File: config.mk
export PLATFORM = sky130hd
export DESIGN_NAME = mx_int8_block_packer
export DESIGN_NICKNAME = d
export VERILOG_FILES = /design/src/rtl/mx_int8_block_packer.sv
export SDC_FILE = /design/constraint.sdc
export NUM_CORES = 1
export LEC_CHECK = 0
export CELL_PAD_IN_SITES_DETAIL_PLACEMENT = 0
export CELL_PAD_IN_SITES_GLOBAL_PLACEMENT = 1
export CORE_MARGIN = 1
export CORE_UTILIZATION = 45
export CTS_BUF_LIST = sky130_fd_sc_hd__clkbuf_4
export CTS_CLUSTER_SIZE = 14
export DETAILED_ROUTE_END_ITERATION = 6
export PLACE_DENSITY_LB_ADDON = 0.1
export SLEW_MARGIN = 20
export SYNTH_ARGS = -nofsm -noshare
export SYNTH_HDL_FRONTEND = slang
export SYNTH_SLANG_ARGS = --single-unit
File: constraint.sdc
create_clock -name clk -period 26.1 [get_ports clk]
set_input_delay 5.22 -clock clk [delete_from_list [all_inputs] [get_ports clk]]
set_output_delay 5.22 -clock clk [all_outputs]
set_load 0.01 [all_outputs]
File: src/rtl/mx_int8_block_packer.sv
// mx_int8_block_packer: serial int8 stream -> parallel MXINT8 block (scale + elements).
// One fill buffer plus one output register, so a new block fills while the
// previous one waits for the consumer.
// Optional: define MXINT8_PACK_NAN_FLAG_EN to add the out_nan flag.

// Per-element slot: one fill-buffer entry and its output register.
module mx_int8_pack_lane #(
  parameter int ELEM_W = 8
) (
  input  logic              clk,
  input  logic              rst,
  input  logic              wr,
  input  logic              xfer,
  input  logic [ELEM_W-1:0] din,
  output logic [ELEM_W-1:0] q
);
  logic [ELEM_W-1:0] fbuf;

  // Fill entry: cleared on transfer so unwritten slots of a short block read 0.
  always_ff @(posedge clk or posedge rst) begin
    if (rst)       fbuf <= '0;
    else if (xfer) fbuf <= '0;
    else if (wr)   fbuf <= din;
  end

  // Output entry: loaded only on transfer, otherwise held.
  always_ff @(posedge clk or posedge rst) begin
    if (rst)       q <= '0;
    else if (xfer) q <= fbuf;
  end
endmodule

module mx_int8_block_packer #(
  parameter int BLOCK_SIZE = 32,
  parameter int ELEM_W     = 8,
  parameter int SCALE_W    = 8
) (
  input  logic               clk,
  input  logic               rst,
  input  logic               in_valid,
  output logic               in_ready,
  input  logic [ELEM_W-1:0]  in_data,
  input  logic [SCALE_W-1:0] in_scale,
  input  logic               in_last,
  output logic               out_valid,
  input  logic               out_ready,
  output logic [SCALE_W-1:0] scale_out,
  output logic [ELEM_W-1:0]  elements_out [BLOCK_SIZE-1:0]
`ifdef MXINT8_PACK_NAN_FLAG_EN
  ,
  output logic               out_nan
`endif
);
  localparam int CW = (BLOCK_SIZE > 1) ? $clog2(BLOCK_SIZE) : 1;
  localparam logic [CW-1:0] LAST_IDX = CW'(BLOCK_SIZE - 1);

  logic [CW-1:0]      fcnt;
  logic               fdone;
  logic [SCALE_W-1:0] fscale;
  logic               accept;
  logic               xfer;
  logic               blk_end;

  assign in_ready = !fdone;
  assign accept   = in_valid && !fdone;
  // Output slot is free or being drained this edge.
  assign xfer     = fdone && (!out_valid || out_ready);
  // in_last on the final slot is just a normal block end.
  assign blk_end  = (fcnt == LAST_IDX) || in_last;

  // Fill control: index advances per accept, held once the block is complete.
  always_ff @(posedge clk or posedge rst) begin
    if (rst) begin
      fcnt   <= '0;
      fdone  <= 1'b0;
      fscale <= '0;
    end else if (xfer) begin
      fcnt  <= '0;
      fdone <= 1'b0;
    end else if (accept) begin
      if (fcnt == '0) fscale <= in_scale;
      if (blk_end) fdone <= 1'b1;
      else         fcnt  <= fcnt + 1'b1;
    end
  end

  // Output handshake: transfer keeps out_valid high, a plain drain drops it.
  always_ff @(posedge clk or posedge rst) begin
    if (rst) begin
      out_valid <= 1'b0;
      scale_out <= '0;
    end else if (xfer) begin
      out_valid <= 1'b1;
      scale_out <= fscale;
    end else if (out_valid && out_ready) begin
      out_valid <= 1'b0;
    end
  end

  for (genvar g = 0; g < BLOCK_SIZE; g++) begin : g_lane
    mx_int8_pack_lane #(.ELEM_W(ELEM_W)) u_lane (
      .clk  (clk),
      .rst  (rst),
      .wr   (accept && (fcnt == CW'(g))),
      .xfer (xfer),
      .din  (in_data),
      .q    (elements_out[g])
    );
  end

`ifdef MXINT8_PACK_NAN_FLAG_EN
  localparam logic [ELEM_W-1:0] INT_NAN = {1'b1, {(ELEM_W-1){1'b0}}};
  logic fnan;

  // Sticky per-block flag: all-ones scale on the first element or any 0x80 element.
  always_ff @(posedge clk or posedge rst) begin
    if (rst) begin
      fnan    <= 1'b0;
      out_nan <= 1'b0;
    end else if (xfer) begin
      fnan    <= 1'b0;
      out_nan <= fnan;
    end else if (accept) begin
      if (fcnt == '0) fnan <= (&in_scale) || (in_data == INT_NAN);
      else            fnan <= fnan || (in_data == INT_NAN);
    end
  end
`endif
endmodule

Word level (Yosys, flattened, before mapping)
Cells that the tools add are included.
{"block": "totals", "register_bits": 535, "latchBits": 0, "ram_bits": 0, "romBits": 0, "input_bits": 21, "out_inout_bits": 266, "elab_cells": 253, "mem_count": 0}
{"block": "op_classes", "add_sub_neg": 1, "multipliers": 0, "div": 0, "order_cmp": 0, "eq_ne": 32, "n_shift": 0, "mux": 72, "bitwise": 1, "n_reduce_logical": 78}
{"op": "$mux 8", "n": 64}
{"op": "$eq 5x5->1 const B", "n": 16}
{"op": "$reduce_bool 2->1", "n": 35}
{"op": "$eq 5x4->1 const B", "n": 8}
{"op": "$logic_and 1x1->1", "n": 35}
{"op": "$eq 5x3->1 const B", "n": 4}
{"op": "$mux 5", "n": 3}
{"op": "$eq 5x2->1 const B", "n": 2}
{"op": "$add 5x1->5 const B", "n": 1}
{"op": "$eq 5x1->1 const B", "n": 1}
{"op": "$logic_not 5->1", "n": 1}
{"op": "$mux 1", "n": 5}
{"op": "$reduce_and 2->1", "n": 2}
{"op": "$reduce_and 3->1", "n": 1}
{"op": "$logic_not 1->1", "n": 2}
{"op": "$logic_or 1x1->1", "n": 2}
{"op": "$ne 2x1->1 const B", "n": 1}
{"op": "$not 1->1", "n": 1}

Longest topological paths before layout
{"block": "logic_depth", "depth_word": 5, "ltp_mapped": 7, "depth_no_buf": 6}

Hierarchy
From an unflattened synthesis, not the netlist that was laid out.
{"block": "hier_totals", "cells_unflattened": 1529, "hier_area_um2": 21991.1}
{"module": "mx_int8_pack_lane", "instances": 32, "cells_per_inst": 44, "area_each_um2": 645.6, "seq_area_each_um2": 400.4}
{"module": "mx_int8_block_packer", "instances": 1, "cells_per_inst": 121, "area_each_um2": 1331.3, "seq_area_each_um2": 575.6}

Worst setup path after synthesis
Ideal clock, no wire load.
{"block": "synth_timing", "kind": "register -> output", "start": "register fdone", "end": "output in_ready", "t_arrival_ns": 1.204, "required_ns": 20.880, "setup_slack_ns": 19.676, "stages_incl_launch_ff": 6, "path_buffers": 4, "cell_sequence": "dfrtp_1 > inv_1 > buf_2 > buf_2 > buf_2 > buf_2"}
{"block": "synth_via", "elab_chain_len": 1}
{"element": "start: declaration", "line_no": "58", "source": "logic fdone;"}
{"element": "start signal: assignment", "line_no": "75", "source": "fdone <= 1'b0;"}
{"element": "start signal: assignment", "line_no": "79", "source": "fdone <= 1'b0;"}
{"element": "start signal: assignment", "line_no": "82", "source": "if (blk_end) fdone <= 1'b1;"}
{"element": "$logic_not 1->1", "line_no": "64", "source": "assign in_ready = !fdone;"}
{"element": "end: declaration", "line_no": "41", "source": "output logic in_ready,"}
No other way between the ends.

Worst setup path after layout
Same ends and word-level chain as after synthesis.

==> results.md <==
- Slew headroom: 25.0%
- HPWL after DPL: 33600 um
- Final hold vios: 0
- DRT Wirelength: 58000 um
- Post-synth EDFFs: 0
- Area Overhead vs Synth: 24.0%
- Post-Synthesis Cell Area: between 20000 and 25000 um2
- Placed insts: 2350
- Pwr Total: 1.89 mW
- CP required: ~21 ns
- MaxCap Viol Count: 0
- Avg Cell Area, Syn: 13.6 um2
- Clock skew: 0.0341 ns
- Post-CTS setup buffer count: 0
- Syn Inst Count: 1577
- Sequential share of the synthesized area: 62.4%
- Failing checks: DRC
- Pwr Density: 71.0 nW/um2
- Vias in the first global route: 14994
- Fmax achieved: 127 MHz
- Startpoint types: flip-flop
- Gpl congestion: 0.728
- CTS sink count: between 500 and 600
- Critical path arrival: 2.62 ns
- Period minus WS final: just under 8 ns
- CTS resizes: 0
- Post-route ant nets: 0
- GRT overflow: 0
- Cell Chain, Critical Path: buf_4 > inv_8 > clkdlybuf4s50_1
- Setup Viol. Count Final: 0
- H-tree levels: 4
- Total CTS buffers: 143
- Clk_lat worst skew: 0.95 ns
- Antenna violations before repair: 3
- Hold buffers post-CTS: 0
- Die Ht: between 200 and 250 um
- Fin Setup TNS: 0 ns
- Max-slew violations: 0
- Synth area leaders: dfrtp_1 (62%), mux2_2 (14%), mux2i_1 (6.4%), o21ai_0 (5.6%), o221ai_1 (4.2%)
- First-pass GRT wire length: 89900 um
- CP endpoint kind: output pin
- RSZ-0062 raised after global routing: false
- Layout net count: 1916
- Min-delay worst type: flip-flop to flip-flop
- Critical path peak fanout: 64
- Residual DRC: 52
- Top_reg_cell synth: dfrtp_1
- Slowest CP cell: clkdlybuf4s50_1
- I/O Buffers: 286
- Die width: between 200 and 250 um
- Register bit total from synthesis: 535
- Slew @ Worst Pin: ~1.1 ns
- Maximum vdd drop: 0.0699 mV
- P_leak: 13.1 nW
- Warnings from Yosys: 0
- Most area-hungry cell type in the Yosys netlist: dfrtp_1
- Ys async rst share: between 90% and 100%
- Via/cell ratio: 5.60
- CP delay by family, top: buffers and inverters
- Buf/Inv on CP: 3
- Root Buffer: clkbuf_4
- 1st-iter DRT viols: 1068
- Mapped Nets: 1604
- Final Instance Area: 26600 um2
- Max Buffers Root-to-Sink: 3
- Vias: 14560
- DR pass1 iterations: 7
- Total track usage: ~25%
- # rows: 79
- Final period utilization: 30.1%
- Worst-path clk slew: roughly 0.060 ns
- Core Area: 46900 um2
- CP Class: flip-flop to output pin
- Distinct cells, synth: 37
- Die area: 48600 um2
- Placed instance area: 24800 um2
- WL per Instance: 22.3 um
- Status: complete, but fails checks
- Non-filler cells, final: 2599
- Crit-path max cell delay: ~0.68 ns
- Fin Hold WS: 0.486 ns
- Layout cells sized above 1: 28.2%
- IO Pins: 287
- Synth top area share: 62.4%
- Initial Utilization: 45.8%
- TritonCTS clock tree: yes
- Largest net degree at the start of global routing: between 150 and 200
cells in the final DEF (no fill, tap or decap), types with 2 or more instances in the layout:
cell type | netlist | final
clkbuf_4 | 0 | 222
o31ai_1 | 4 | 4
mux2_2 | 268 | 268
inv_2 | 0 | 4
a21oi_1 | 6 | 6
o221ai_1 | 102 | 102
o221ai_2 | 10 | 10
nor2b_1 | 3 | 2
buf_4 | 0 | 26
nand2_2 | 1 | 2
o21ai_4 | 0 | 8
nand3_1 | 9 | 9
ha_1 | 6 | 6
inv_8 | 0 | 2
nand3b_1 | 2 | 2
o21ai_1 | 15 | 15
and2_1 | 4 | 4
nor4bb_2 | 0 | 3
buf_12 | 0 | 2
clkdlybuf4s50_1 | 0 | 286
nor2_1 | 19 | 18
mux2i_1 | 137 | 137
clkinv_1 | 0 | 14
dfrtp_1 | 535 | 535
nand2_1 | 36 | 34
buf_6 | 4 | 2
inv_1 | 9 | 7
and4bb_2 | 3 | 3
o21ai_0 | 241 | 233
diode_2 | 0 | 6
flip-flops by register name (all words and copies together) (netlist names):
| register | flops |
|---|---|
| scale_out | 8 |
| g_lane.u_lane.q | 256 |
| g_lane.u_lane.fbuf | 256 |
| fdone | 1 |
| fcnt | 5 |
| fscale | 8 |
| out_valid | 1 |
metal layers:
metal / wire [um] / track usage [%] / up-vias
li1: - / - / 6496
met1: 26200 / 34.4 / 7546
met2: 26700 / 36.4 / 447
met3: 4010 / 7.68 / 71
met4: 1070 / 9.22 / 0
met5: 0 / 0 / -
path summary, 6_finish.rpt:
check / from / to / slack [ns] / depth (start not counted)
worst max-delay path: fdone$_DFFE_PP0P_ / in_ready / 18.26 / 3
worst min-delay path: g_lane[5].u_lane.fbuf[7]$_DFFE_PP0P_ / g_lane[5].u_lane.q[7]$_DFFE_PP0P_ / 0.49 / 1
worst max register to register: fdone$_DFFE_PP0P_ / g_lane[16].u_lane.q[0]$_DFFE_PP0P_ / 22.76 / 5
worst min register to register: g_lane[5].u_lane.fbuf[7]$_DFFE_PP0P_ / g_lane[5].u_lane.q[7]$_DFFE_PP0P_ / 0.49 / 1
max in group asynchronous: rst / g_lane[0].u_lane.q[7]$_DFFE_PP0P_ / 18.96 / 4
min in group asynchronous: rst / g_lane[13].u_lane.q[3]$_DFFE_PP0P_ / 4.80 / 2
synthesized netlist by cell type, types with 3 or more instances:
cell type / number
o21ai_1: 15
nand2_1: 36
nand3_1: 9
buf_6: 4
inv_1: 9
and2_1: 4
mux2i_1: 137
buf_2: 73
o221ai_2: 10
mux2_2: 268
ha_1: 6
dfrtp_1: 535
nor2_1: 19
clkbuf_1: 69
o21ai_0: 241
nor4bb_1: 3
nor2b_1: 3
buf_1: 3
a21oi_1: 6
o31ai_1: 4
and4bb_2: 3
o221ai_1: 102
power breakdown:
group | switching (mW) | internal [mW] | leakage (nW)
combinational | 0.144 | 0.109 | 4.65
sequential | 0.0313 | 0.881 | 7.40
clock | 0.335 | 0.392 | 1.08
per-stage QoR:
stage               util, %  worst slack, ns
floorplan                 -             5.93
global placement       52.9            17.40
detailed placement     53.0            17.38
CTS                    56.7            18.13
global route           56.8            18.12
finish                 56.8            18.26
worst reg2reg max path, cell delays in order (launching register included):
cell	delay, ns
dfrtp_1	0.36
buf_4	0.23
nand2_4	0.58
buf_4	0.79
buf_4	0.81
mux2_2	0.44
cell families (layout without fill, tap and decap cells):
logic type / Yosys count / count (layout) / synth area share (%)
AND/OR/NAND/NOR: 92 / 92 / 2.29
adder cells (fa/ha/maj): 6 / 6 / 0.350
flip-flops: 535 / 535 / 62.4
other: 0 / 6 / 0
multiplexers: 406 / 406 / 20.5
buffers and inverters: 158 / 567 / 3.33
AO/OA/AOI/OAI: 380 / 380 / 11.2
final cells by class:
| cell class | instances | area [um2] |
|---|---|---|
| clock inverters | 20 | 103 |
| multi-input cells | 884 | 7520 |
| clock buffers | 222 | 1670 |
| repair buffers | 316 | 3120 |
| inverters | 9 | 48.8 |
| diodes | 6 | 15.0 |
| flip-flops and latches | 535 | 13400 |
| well taps | 607 | 759 |
| fillers | 4030 | 20200 |
No activity file was read; power rests on OpenSTA's default activity.
